`config.mk`:
```
export PLATFORM = sky130hd
export DESIGN_NAME = ov5640_capture_flat
export DESIGN_NICKNAME = d
export VERILOG_FILES = /design/src/rtl/ov5640_capture_pkg.sv /design/src/rtl/ov5640_capture_if.sv /design/src/rtl/ov5640_capture.sv /design/src/flat_wrapper.sv
export SDC_FILE = /design/constraint.sdc
export NUM_CORES = 1
export LEC_CHECK = 0
export CAP_MARGIN = 30
export CELL_PAD_IN_SITES_DETAIL_PLACEMENT = 0
export CELL_PAD_IN_SITES_GLOBAL_PLACEMENT = 1
export CORE_ASPECT_RATIO = 0.9
export CORE_MARGIN = 2
export CORE_UTILIZATION = 41
export DETAILED_ROUTE_END_ITERATION = 8
export DONT_BUFFER_PORTS = 1
export PLACE_DENSITY = 0.76
export SYNTH_ARGS = -nofsm -noshare
export SYNTH_HDL_FRONTEND = slang
export SYNTH_SLANG_ARGS = --single-unit
```
`constraint.sdc`:
```
create_clock -name sys_clk -period 1.9 [get_ports sys_clk]
set_input_delay 0.095 -clock sys_clk [delete_from_list [all_inputs] [get_ports sys_clk]]
set_output_delay 0.095 -clock sys_clk [all_outputs]
set_load 0.05 [all_outputs]
```
`src/rtl/ov5640_capture_pkg.sv`:
```
// Shared definitions for the OV5640 capture path and the display read side.
// Holds the capture FSM encoding and the default frame geometry.
package ov5640_capture_pkg;

    typedef enum logic [1:0] {
        ST_WAIT_CFG = 2'd0,
        ST_SKIP     = 2'd1,
        ST_CAPTURE  = 2'd2
    } cap_state_e;

    localparam int FRAME_SKIP_DEF = 10;
    localparam int H_PIXEL_DEF    = 640;
    localparam int V_PIXEL_DEF    = 480;

endpackage

```
`src/rtl/ov5640_capture_if.sv`:
```
// DVP sensor inputs and RGB565 write-side outputs of the capture block.
// The master side drives the sensor pins; the slave side is the capture logic.
interface ov5640_capture_if;

    logic        cfg_done;
    logic        cam_vsync;
    logic        cam_href;
    logic [7:0]  cam_data;
    logic        pix_wr_en;
    logic [15:0] pix_data;
    logic        frame_rst;
    logic        frame_done;
    logic [7:0]  frame_cnt;
    logic        geom_err;

    modport master (
        output cfg_done, cam_vsync, cam_href, cam_data,
        input  pix_wr_en, pix_data, frame_rst, frame_done, frame_cnt, geom_err
    );

    modport slave (
        input  cfg_done, cam_vsync, cam_href, cam_data,
        output pix_wr_en, pix_data, frame_rst, frame_done, frame_cnt, geom_err
    );

endinterface

```
`src/rtl/ov5640_capture.sv`:
```
// OV5640 DVP capture: skips warm-up frames, pairs bytes into RGB565 words and
// tracks frame geometry. All logic runs on the camera PCLK.
//
//   state       | meaning
//   ST_WAIT_CFG | sensor not configured; no capture
//   ST_SKIP     | counting vsync edges to discard unstable frames
//   ST_CAPTURE  | pairing bytes, writing words, checking geometry
module ov5640_capture
    import ov5640_capture_pkg::*;
#(
    parameter int FRAME_SKIP = FRAME_SKIP_DEF,
    parameter int H_PIXEL    = H_PIXEL_DEF,
    parameter int V_PIXEL    = V_PIXEL_DEF
) (
    input  logic          sys_clk,
    input  logic          sys_rst_n,
    ov5640_capture_if.slave cam
);

    localparam logic [7:0]  SKIP_LAST = 8'(FRAME_SKIP - 1);
    localparam logic [10:0] H_CNT     = 11'(H_PIXEL);
    localparam logic [9:0]  V_CNT     = 10'(V_PIXEL);

    cap_state_e  state_q;
    logic        vsync_s1_q, href_s1_q;
    logic [7:0]  data_s1_q;
    logic        vsync_prev_q, href_prev_q;
    logic [7:0]  skip_cnt_q;
    logic        phase_q;
    logic [7:0]  hi_byte_q;
    logic [10:0] pix_cnt_q;
    logic [9:0]  line_cnt_q;
    logic        pix_wr_en_q, frame_rst_q, frame_done_q, geom_err_q;
    logic [15:0] pix_data_q;
    logic [7:0]  frame_cnt_q;

    logic vsync_rise, href_fall, line_byte;

    // href activity during vsync is blanking noise and is neither written nor counted
    assign vsync_rise = vsync_s1_q & ~vsync_prev_q;
    assign href_fall  = href_prev_q & ~href_s1_q & ~vsync_s1_q;
    assign line_byte  = href_s1_q & ~vsync_s1_q;

    always_ff @(posedge sys_clk or negedge sys_rst_n) begin
        if (!sys_rst_n) begin
            state_q      <= ST_WAIT_CFG;
            vsync_s1_q   <= 1'b0;
            href_s1_q    <= 1'b0;
            data_s1_q    <= 8'h00;
            vsync_prev_q <= 1'b0;
            href_prev_q  <= 1'b0;
            skip_cnt_q   <= 8'h00;
            phase_q      <= 1'b0;
            hi_byte_q    <= 8'h00;
            pix_cnt_q    <= 11'd0;
            line_cnt_q   <= 10'd0;
            pix_wr_en_q  <= 1'b0;
            pix_data_q   <= 16'h0000;
            frame_rst_q  <= 1'b0;
            frame_done_q <= 1'b0;
            frame_cnt_q  <= 8'h00;
            geom_err_q   <= 1'b0;
        end else begin
            vsync_s1_q   <= cam.cam_vsync;
            href_s1_q    <= cam.cam_href;
            data_s1_q    <= cam.cam_data;
            vsync_prev_q <= vsync_s1_q;
            href_prev_q  <= href_s1_q;
            pix_wr_en_q  <= 1'b0;
            frame_rst_q  <= 1'b0;
            frame_done_q <= 1'b0;

            if (!cam.cfg_done) begin
                state_q    <= ST_WAIT_CFG;
                phase_q    <= 1'b0;
                pix_cnt_q  <= 11'd0;
                line_cnt_q <= 10'd0;
            end else begin
                case (state_q)
                    ST_WAIT_CFG: begin
                        state_q    <= ST_SKIP;
                        skip_cnt_q <= 8'h00;
                    end
                    ST_SKIP: begin
                        if (vsync_rise) begin
                            if (skip_cnt_q == SKIP_LAST) begin
                                state_q     <= ST_CAPTURE;
                                frame_rst_q <= 1'b1;
                                line_cnt_q  <= 10'd0;
                                pix_cnt_q   <= 11'd0;
                                phase_q     <= 1'b0;
                            end else begin
                                skip_cnt_q <= skip_cnt_q + 8'd1;
                            end
                        end
                    end
                    ST_CAPTURE: begin
                        if (line_byte) begin
                            if (!phase_q) begin
                                hi_byte_q <= data_s1_q;
                                phase_q   <= 1'b1;
                            end else begin
                                pix_data_q  <= {hi_byte_q, data_s1_q};
                                pix_wr_en_q <= 1'b1;
                                pix_cnt_q   <= pix_cnt_q + 11'd1;
                                phase_q     <= 1'b0;
                            end
                        end else begin
                            phase_q <= 1'b0;
                        end

                        if (href_fall) begin
                            line_cnt_q <= line_cnt_q + 10'd1;
                            pix_cnt_q  <= 11'd0;
                            if (pix_cnt_q != H_CNT || phase_q)
                                geom_err_q <= 1'b1;
                        end

                        if (vsync_rise) begin
                            frame_done_q <= 1'b1;
                            frame_rst_q  <= 1'b1;
                            frame_cnt_q  <= frame_cnt_q + 8'd1;
                            line_cnt_q   <= 10'd0;
                            if (line_cnt_q != V_CNT)
                                geom_err_q <= 1'b1;
                        end
                    end
                    default: state_q <= ST_WAIT_CFG;
                endcase
            end
        end
    end

    assign cam.pix_wr_en  = pix_wr_en_q;
    assign cam.pix_data   = pix_data_q;
    assign cam.frame_rst  = frame_rst_q;
    assign cam.frame_done = frame_done_q;
    assign cam.frame_cnt  = frame_cnt_q;
    assign cam.geom_err   = geom_err_q;

endmodule

```
`src/flat_wrapper.sv`:
```
// flat-port wrapper written by rule: the top's interface ports become plain ports
module ov5640_capture_flat import ov5640_capture_pkg::*;
#(
    parameter int FRAME_SKIP = FRAME_SKIP_DEF,
    parameter int H_PIXEL    = H_PIXEL_DEF,
    parameter int V_PIXEL    = V_PIXEL_DEF
)
  (sys_clk, sys_rst_n, cam_cfg_done, cam_cam_vsync, cam_cam_href, cam_cam_data, cam_pix_wr_en, cam_pix_data, cam_frame_rst, cam_frame_done, cam_frame_cnt, cam_geom_err);
  ov5640_capture_if cam_i ();
  input  logic sys_clk;
  input  logic sys_rst_n;
  input wire logic [$bits(cam_i.cfg_done)-1:0] cam_cfg_done;
  input wire logic [$bits(cam_i.cam_vsync)-1:0] cam_cam_vsync;
  input wire logic [$bits(cam_i.cam_href)-1:0] cam_cam_href;
  input wire logic [$bits(cam_i.cam_data)-1:0] cam_cam_data;
  output wire logic [$bits(cam_i.pix_wr_en)-1:0] cam_pix_wr_en;
  output wire logic [$bits(cam_i.pix_data)-1:0] cam_pix_data;
  output wire logic [$bits(cam_i.frame_rst)-1:0] cam_frame_rst;
  output wire logic [$bits(cam_i.frame_done)-1:0] cam_frame_done;
  output wire logic [$bits(cam_i.frame_cnt)-1:0] cam_frame_cnt;
  output wire logic [$bits(cam_i.geom_err)-1:0] cam_geom_err;
  assign cam_i.cfg_done = cam_cfg_done;
  assign cam_i.cam_vsync = cam_cam_vsync;
  assign cam_i.cam_href = cam_cam_href;
  assign cam_i.cam_data = cam_cam_data;
  assign cam_pix_wr_en = cam_i.pix_wr_en;
  assign cam_pix_data = cam_i.pix_data;
  assign cam_frame_rst = cam_i.frame_rst;
  assign cam_frame_done = cam_i.frame_done;
  assign cam_frame_cnt = cam_i.frame_cnt;
  assign cam_geom_err = cam_i.geom_err;
  ov5640_capture #(.FRAME_SKIP(FRAME_SKIP), .H_PIXEL(H_PIXEL), .V_PIXEL(V_PIXEL)) u_core (.sys_clk(sys_clk), .sys_rst_n(sys_rst_n), .cam(cam_i));
endmodule
```
**After elaboration in Yosys (flattened, before gate mapping)**

Cells that the tools add are included.

- $add $sub $neg: 4
- Equal/unequal tests: 14
- Muxes and demuxes: 41
- Bitwise logic cells: 8
- Reductions and logical operators: 12

Operators by type and width:

| kind | number |
|---|---|
| two-way mux 11 bit | 6 |
| two-way mux 10 bit | 5 |
| one-hot mux 11 bit (2 select lines) | 1 |
| one-hot mux 10 bit (2 select lines) | 1 |
| two-way mux 1 bit | 19 |
| adder 8 x 1 -> 8 bit (second input constant) | 2 |
| two-way mux 8 bit | 2 |
| one-hot mux 8 bit (2 select lines) | 1 |
| AND reduction 4 bit | 4 |
| inequality test 4 x 2 -> 1 bit (second input constant) | 3 |
| adder 11 x 1 -> 11 bit (second input constant) | 1 |
| inequality test 11 x 10 -> 1 bit (second input constant) | 1 |
| adder 10 x 1 -> 10 bit (second input constant) | 1 |
| inequality test 10 x 9 -> 1 bit (second input constant) | 1 |
| AND reduction 3 bit | 3 |
| equality test 8 x 4 -> 1 bit (second input constant) | 1 |
| two-way mux 2 bit | 3 |
| inequality test 3 x 2 -> 1 bit (second input constant) | 2 |
| one-hot mux 2 bit (3 select lines) | 1 |
| AND reduction 5 bit | 1 |
| bitwise AND 1 bit | 4 |
| inequality test 2 bit (second input constant) | 2 |
| NOT 1 bit | 4 |
| one-hot mux 1 bit (2 select lines) | 2 |
| 8 further kinds | 8 |

- Register bits after elaboration: 80
- Bits of input ports: 13
- Output and inout port bits: 28
- Logic and storage cells: 96

**Logic depth before layout (Yosys ltp)**

Gate-level depths: netlist of run 1.

- Depth after elaboration: 7
- Gate-level depth with buffers: 9
- Depth with buffers taken out: 6

**Least setup slack after synthesis of run 1**

OpenSTA, ideal clock, no wires.

- Kind: register to register
- From: register u_core.state_q[0]
- To: register u_core.pix_data_q[2] (netlist: u_core.cam.pix_data[2])
- Setup time: 0.125 ns
- Arrival time: 1.915 ns
- Required time: 1.775 ns
- Path slack: -0.140 ns
- Cell stages (with the launch flop): 9
- Path buffers: 3
- Period minus slack after synthesis: 2.040 ns
- Cell sequence: dfrtp_1 > inv_1 > ha_1 > buf_2 > and2_1 > nand4_1 > buf_2 > buf_1 > mux2_2

- Cells in the longest elaborated chain, start to end: 2

Ends and longest elaborated chain:

| item | line | source |
|---|---|---|
| start: declaration | ov5640_capture.sv:24 | `cap_state_e state_q;` |
| start signal: assignment | ov5640_capture.sv:46 | `state_q <= ST_WAIT_CFG;` |
| start signal: assignment | ov5640_capture.sv:74 | `state_q <= ST_WAIT_CFG;` |
| start signal: assignment | ov5640_capture.sv:81 | `state_q <= ST_SKIP;` |
| equality test 2 bit | ov5640_capture.sv:79 | `case (state_q)` |
| AND reduction 4 bit (no source line) | -- |  |
| end signal: assignment | ov5640_capture.sv:103 | `pix_data_q <= {hi_byte_q, data_s1_q};` |
| end: declaration | ov5640_capture.sv:34 | `logic [15:0] pix_data_q;` |

Every way passes these cells.
A chain may end at the register's enable or synchronous reset.

**Worst setup path in the final report of run 1**

- From: register u_core.state_q[1]
- To: register u_core.pix_cnt_q[5]

- Cells in the longest elaborated chain, start to end: 3
- Elaborated cells on any way between the ends: 10
- Classes of those cells: eq/ne: 7; mux: 2; reduce/logical: 1

Ends and longest elaborated chain:

| item | line | source |
|---|---|---|
| equality test 2 bit / equality test 2 x 1 -> 1 bit (equally long branches) | ov5640_capture.sv:79 |  |
| inequality test 4 x 2 -> 1 bit (no source line), or another cell as far along | -- |  |
| AND reduction 5 bit (no source line) / two-way mux 11 bit (equally long branches) | -- |  |
| end signal: assignment | ov5640_capture.sv:105 | `pix_cnt_q <= pix_cnt_q + 11'd1;` |
| end: declaration | ov5640_capture.sv:31 | `logic [10:0] pix_cnt_q;` |

Several ways; a longest one is shown, not always the timed one.

==> run metrics, run 1 <==
clock skew 0.01175 ns; First DRT Iteration DRCs 155; via count 2878; asr flop ratio synth 100.0%; drc violations 0; Cell Area, Synth between 3000 and 4000 um2; routability congestion estimate from global placement roughly 0.76; hpwl dp 5.468 mm; synth warn 0; Post-Place Cell Area 4260 um2; synth unique cells 53; f_max 505.4 MHz; final hold violation count 80; FP Rows 33; final core utilization a little over half; Worst-path clk slew 0.10 ns; Antenna diodes 0; syn_area_per_cell 11.58 um2; type of the tightest min-delay check primary input to async pin; Seq/Total Area, Yosys 53.19%; clk buf depth 2; adder-cell share of the synthesized area about 3.7%; area fraction in compound gates after synthesis between 9 and 10%; antenna violations before repair 0; mux cell area share after synthesis between 10% and 20%; CTS sink count 80; worst hold slack -0.5706 ns; PortBufs 0; largest family of logic cells by synthesized area simple AND/OR/NAND/NOR gates; Slew HR 56.82%; Clock Latency Late Sink ~0.35 ns; Peak VDD IR 0.4901 mV; TritonCTS clock tree yes; R2R depth 7; root buffer cell clkbuf_8; Post-Synth Simple-Gate Area 17.82%; Synth top area share 53.19%; Post-Synth XOR/XNOR Area 2.560%; setup TNS -0.6621 ns; Worst setup SP type flop; final max-slew violation count 0; top cells by count, synth dfrtp_1 (80), mux2_2 (27), nand2_1 (24); I/O pin cnt 41; CP arrival 2.27 ns; pre-CTS setup slack -0.1567 ns; first-pass GRT wire length approximately 14 mm; Final Critical Period roughly 2 ns; CTS Buf Count 9; failing checks hold timing, setup timing; share of layout cells above drive strength 1 35.56%; max cap viols 0; Yosys top cell by area dfrtp_1; routed vias/inst 5.461; core footprint 9001 um2; die area about 10000 um2; largest net degree at the start of global routing 81; period utilization 104.1%; syn nets 349; Final nets 424; worst setup path class flop to flop; number of synthesized flops with an enable pin 0; RSZ-0062 raised after global routing yes; Pwr Density 711.0 nW/um2; grt ovf 0; Placed Cells slightly below 500; Post-CTS Hold Fix Bufs 11; setup ws final -0.07849 ns; Yosys reg bits 80; Initial Utilization 41.81%; CP endpoint kind flop; total track usage between 10% and 20%; critical path fanouts, max 8; Tightest Pin Transition 0.6477 ns; Crit-path slowest cell or4_4; Post-DRT Antenna Nets 0; Final Instance Count excl. Fillers 527; area grow syn2layout 30.82%; DRT Pass-1 Iters 4; Worst path max stage delay 0.43 ns; ys flop type dfrtp_1; Syn Inst Count between 300 and 400; Final Power 3.501 mW; synth top area cells dfrtp_1 (53%), mux2_2 (8.1%), ha_1 (3.7%); Finished Cell Area approximately 4900 um2; Wirelength per Cell 16.53 um; chip height 94.90 um; die span in x 105.0 um; top-count cell post-synth dfrtp_1; Final setup viols 15; status finished with violations; Routed Wire Length 8.711 mm; critical-path cell list inv_2 -> ha_4 -> nand3b_1 -> buf_4 -> o311a_4 -> or4_4 -> nand3_2; Critical Path RT ~2.2 ns; H-tree Lvls 3; static leakage approximately 2.2 nW; vias in the first global route 2902
[sequential cells by signal (all words and copies together) (netlist names)]
register and cells:
u_core.cam.geom_err 1, u_core.vsync_s1_q 1, u_core.phase_q 1, u_core.line_cnt_q 10, u_core.data_s1_q 8, u_core.cam.frame_cnt 8
u_core.state_q 2, u_core.vsync_prev_q 1, u_core.cam.pix_data 16, u_core.pix_cnt_q 11, u_core.cam.pix_wr_en 1, u_core.cam.frame_done 1
u_core.href_prev_q 1, u_core.skip_cnt_q 8, u_core.cam.frame_rst 1, u_core.href_s1_q 1, u_core.hi_byte_q 8
[layout by cell type (no fill, tap or decap), types with 8 or more instances in the layout]
cell type / n
ha_1: 8
nand2_1: 24
nand3_1: 12
dfrtp_1: 80
nand4_1: 11
nor2_1: 8
buf_4: 56
mux2i_1: 9
inv_1: 11
dlygate4sd3_1: 11
clkbuf_8: 10
mux2_2: 26
o21ai_0: 10
[worst max-delay path, delay by kind of cell (launching register included)]
kind            cells  cell delay, ns
simple gates        3            0.73
fa+ha+maj           1            0.13
flops               1            0.39
compound gates      1            0.36
buf+inv             2            0.29
[path summary, 6_finish.rpt]
| path | from | end | slack [ns] |
|---|---|---|---|
| min in group sys_clk | cam_cfg_done | u_core.skip_cnt_q[2] | 0.03 |
| worst max-delay path | u_core.state_q[1] | u_core.pix_cnt_q[5] | -0.08 |
| worst min-delay path | sys_rst_n | u_core.line_cnt_q[8] | -0.57 |
| max in group asynchronous | sys_rst_n | u_core.skip_cnt_q[2] | 2.28 |
| worst min register to register | u_core.data_s1_q[5] | u_core.hi_byte_q[5] | 0.50 |
| worst max register to register | u_core.state_q[1] | u_core.pix_cnt_q[5] | -0.08 |
[timing repair]
item,in CTS,in global routing
pin swaps,12,18
buffers inserted,3,9
endpoints found under the hold margin,97,80
resized for setup,15,33
cloned,2,1
setup endpoints to repair,15,40
[routing by layer]
layer / GRT usage (%) / share of wire, %
met5: 0 / 0
met4: 6.000 / 1.6
met2: 29.06 / 48
met3: 4.486 / 4.4
met1: 23.00 / 46
[power by group]
group / internal, mW / switching, mW
Clock: 0.546 / 0.713
Combinational: 0.232 / 0.241
Sequential: 1.74 / 0.0312
Total: 2.52 / 0.985
[cells by family (layout without fill, tap and decap cells)]
group	Yosys count	in the layout
XOR/XNOR	11	11
AO/OA/AOI/OAI	50	52
AND/OR/NAND/NOR	113	113
multiplexers	36	36
flip-flops	80	80
adder cells (fa/ha/maj)	11	11
buffers and inverters	24	102
[layout make-up]
| cell class | count | area, um2 |
|---|---|---|
| fill | 784 | 4078 |
| sequential | 80 | 2002 |
| multi-input combinational | 223 | 1933 |
| timing repair buffer | 73 | 591.8 |
| tap | 122 | 152.6 |
| clock buffer | 10 | 137.6 |
| clock inverter | 6 | 57.56 |
| inverter | 13 | 48.80 |
Note: power is estimated with default switching activity, not from simulation.
==> run 2: changes to the inputs <==
--- a/config.mk
+++ b/config.mk
@@ -14,6 +14,7 @@
 export DETAILED_ROUTE_END_ITERATION = 8
 export DONT_BUFFER_PORTS = 1
 export PLACE_DENSITY = 0.76
+export SETUP_SLACK_MARGIN = 0.15
 export SYNTH_ARGS = -nofsm -noshare
 export SYNTH_HDL_FRONTEND = slang
 export SYNTH_SLANG_ARGS = --single-unit
==> run 2 against run 1 <==
The flow still finishes with violations (hold timing, setup timing). Sequential share of layout area is 1.4 points lower. Sequential cell count unchanged. Die area unchanged. Maximum frequency increased by 0.95%. Sequential power is essentially flat. Wire length shrank 1.1%. Count of clock-buffer cells in the layout down 1. Combinational power up 2%. Worst setup slack improved by 0.019 ns. Critical path depth increased by 1. Total power rose by 1.8%. Final cell count fell by 0.38%. Critical endpoint is now u_core.pix_cnt_q[7]. Largest cell class is now multi-input gates. Highest routed layer unchanged.
==> run metrics, run 2 (same netlist as run 1, synthesis figures left out) <==
commonest non-fill, non-tap cell in the layout dfrtp_1 (unchanged); CP arrival 2.20 ns (was 2.27 ns); launch point of the worst path u_core.skip_cnt_q[1] (was u_core.state_q[1]); crit-path most repeated cell buf_4; core footprint 9001 um2 (unchanged); first-pass GRT wire length 13.83 mm (was 13.82 mm); R2R depth 8 (was 7); Post-CTS Hold Fix Bufs 11 (unchanged); grt ovf 0 (unchanged); Final nets 422 (was 424); Initial Utilization 41.81% (unchanged); DRT Pass-1 Iters 4 (unchanged); Most Crowded Layer GR met2 (unchanged); Peak VDD IR 0.4890 mV (was 0.4901 mV); hpwl dp 5.261 mm (was 5.468 mm); FP Rows 33 (unchanged); most frequent cells in the layout dfrtp_1 (80), buf_4 (45), mux2_2 (25) (was dfrtp_1 (80), buf_4 (56), mux2_2 (26)); Antenna diodes 0 (unchanged); clk buf depth 2 (unchanged); status finished with violations (unchanged); Tightest Pin Transition 0.5305 ns (was 0.6477 ns); Final Power 3.563 mW (was 3.501 mW); worst setup path class flop to flop (unchanged); period utilization 103.2% (was 104.1%); worst hold slack -0.5743 ns (was -0.5706 ns); critical path fanouts, max 6 (was 8); Wirelength per Cell 16.42 um (was 16.53 um); max FFs per register 16 (unchanged); fillcell total 753 (was 784); Critical Path RT 2.14 ns (was 2.20 ns); Final Instance Count excl. Fillers 525 (was 527); via count 2880 (was 2878); grt met1 use 22.85% (was 23.00%); routing usage on met3 4.555% (was 4.486%); Clock Latency Late Sink 0.35 ns (about the same); Slew HR 64.50% (was 56.82%); Routed Wire Length 8.619 mm (was 8.711 mm); setup ws final -0.05993 ns (was -0.07849 ns); RSZ-0062 raised after global routing yes (unchanged); total track usage 17.57% (was 17.67%); type of the tightest min-delay check primary input to async pin (unchanged); static leakage 2.255 nW (was 2.220 nW); antenna violations before repair 0 (unchanged); TritonCTS clock tree yes (unchanged); routed vias/inst 5.486 (was 5.461); Pwr Density 698.4 nW/um2 (was 711.0 nW/um2); CP endpoint kind flop (unchanged); vias in the first global route 2843 (was 2902); die span in x 105.0 um (unchanged); Final Critical Period 1.960 ns (was 1.978 ns); routability congestion estimate from global placement 0.8097 (was 0.7612); chip height 94.90 um (unchanged); Worst setup SP type flop (unchanged); clock skew 0.01009 ns (was 0.01175 ns); I/O pin cnt 41 (unchanged); critical-path cell list inv_2 -> ha_4 -> nand4bb_4 -> buf_4 -> o311a_4 -> buf_4 -> o31ai_2 -> a21oi_2 (was inv_2 -> ha_4 -> nand3b_1 -> buf_4 -> o311a_4 -> or4_4 -> nand3_2); area grow syn2layout 35.57% (was 30.82%); Worst-path clk slew 0.09 ns (was 0.10 ns); First DRT Iteration DRCs 128 (was 155); R2R setup slack -0.06 ns (was -0.08 ns); met2 Track Usage GR 28.73% (was 29.06%); final max-slew violation count 0 (unchanged); final hold violation count 80 (unchanged); drc violations 0 (unchanged); failing checks hold timing, setup timing (unchanged); die area 9963 um2 (unchanged); reg2reg end u_core.pix_cnt_q[7] (was u_core.pix_cnt_q[5]); r2r startpoint u_core.skip_cnt_q[1] (was u_core.state_q[1]); Crit-path slowest cell o311a_4 (was or4_4); root buffer cell clkbuf_8 (unchanged); H-tree Lvls 3 (unchanged); Worst path max stage delay 0.41 ns (was 0.43 ns); CTS sink count 80 (unchanged); max cap viols 0 (unchanged); f_max 510.2 MHz (was 505.4 MHz); share of layout cells above drive strength 1 40.45% (was 35.56%); Final setup viols 6 (was 15); Post-DRT Antenna Nets 0 (unchanged); PortBufs 0 (unchanged); CTS Buf Count 9 (unchanged); Placed Cells 477 (was 486); largest net degree at the start of global routing 81 (unchanged)
==> run 2: critical path, delay by kind of cell (launching register included) <==
family	cells	cell delay, ns
compound gates	3	0.78
buf+inv	3	0.40
flops	1	0.40
fa+ha+maj	1	0.14
simple gates	1	0.12
==> run 2: report_power, final <==
group / internal (mW) / switching, mW / leakage, nW / total [mW]
clock: 0.623 / 0.685 / 0.102 / 1.31
sequential: 1.74 / 0.0337 / 1.09 / 1.77
combinational: 0.245 / 0.239 / 1.07 / 0.484
total: 2.61 / 0.958 / 2.25 / 3.56
==> run 2: metal layers <==
| layer | vias up | part of all wire (%) | routed length (um) |
|---|---|---|---|
| met5 | - | 0 | 0 |
| met4 | 0 | 1.7 | 143 |
| met3 | 13 | 4.3 | 372 |
| met2 | 65 | 50 | 4302 |
| met1 | 1449 | 44 | 3800 |
| li1 | 1353 | - | - |
==> run 2: stage by stage <==
step / area [um2] / utilization (%) / setup WS, ns / setup TNS [ns]
after CTS: 4825 / 53.60 / -0.06018 / -0.2439
after detailed placement: 4222 / 46.90 / -0.1032 / -0.3414
after global routing: 5102 / 56.69 / -0.1360 / -1.179
final: 5102 / 56.69 / -0.05993 / -0.1482
after floorplan: 3827 / - / -0.03782 / -0.09000
after global placement: 4222 / 46.90 / -0.02236 / -0.04576
==> run 2: area by class of cell <==
class / count / area [um2] / area share [%]
Multi-Input combinational cell: 222 / 2042 / 40.02
Tap cell: 122 / 152.6 / 2.992
Sequential cell: 80 / 2002 / 39.23
Timing Repair Buffer: 72 / 653.1 / 12.80
Clock buffer: 9 / 123.9 / 2.428
Inverter: 13 / 48.80 / 0.9564
Clock inverter: 7 / 80.08 / 1.569
==> run 2: how the worst max path moves through the flow <==
stage | endpoint | cells after the start
6_report | u_core.pix_cnt_q[7] | 8
5_1_grt | u_core.pix_cnt_q[7] | 8
4_1_cts | u_core.pix_cnt_q[8] | 5
3_5_place_dp | u_core.pix_cnt_q[10] | 6
3_3_place_gp | u_core.pix_cnt_q[10] | 6
2_1_floorplan | u_core.pix_cnt_q[3] | 7
==> run 2: timing repair <==
action / in CTS / in global routing
pin swaps: 17 / 17
buffers inserted: 12 / 7
endpoints found under the setup margin: 54 / 58
cloned: 2 / 0
hold endpoints to repair: 97 / 80
gates resized for setup: 39 / 49
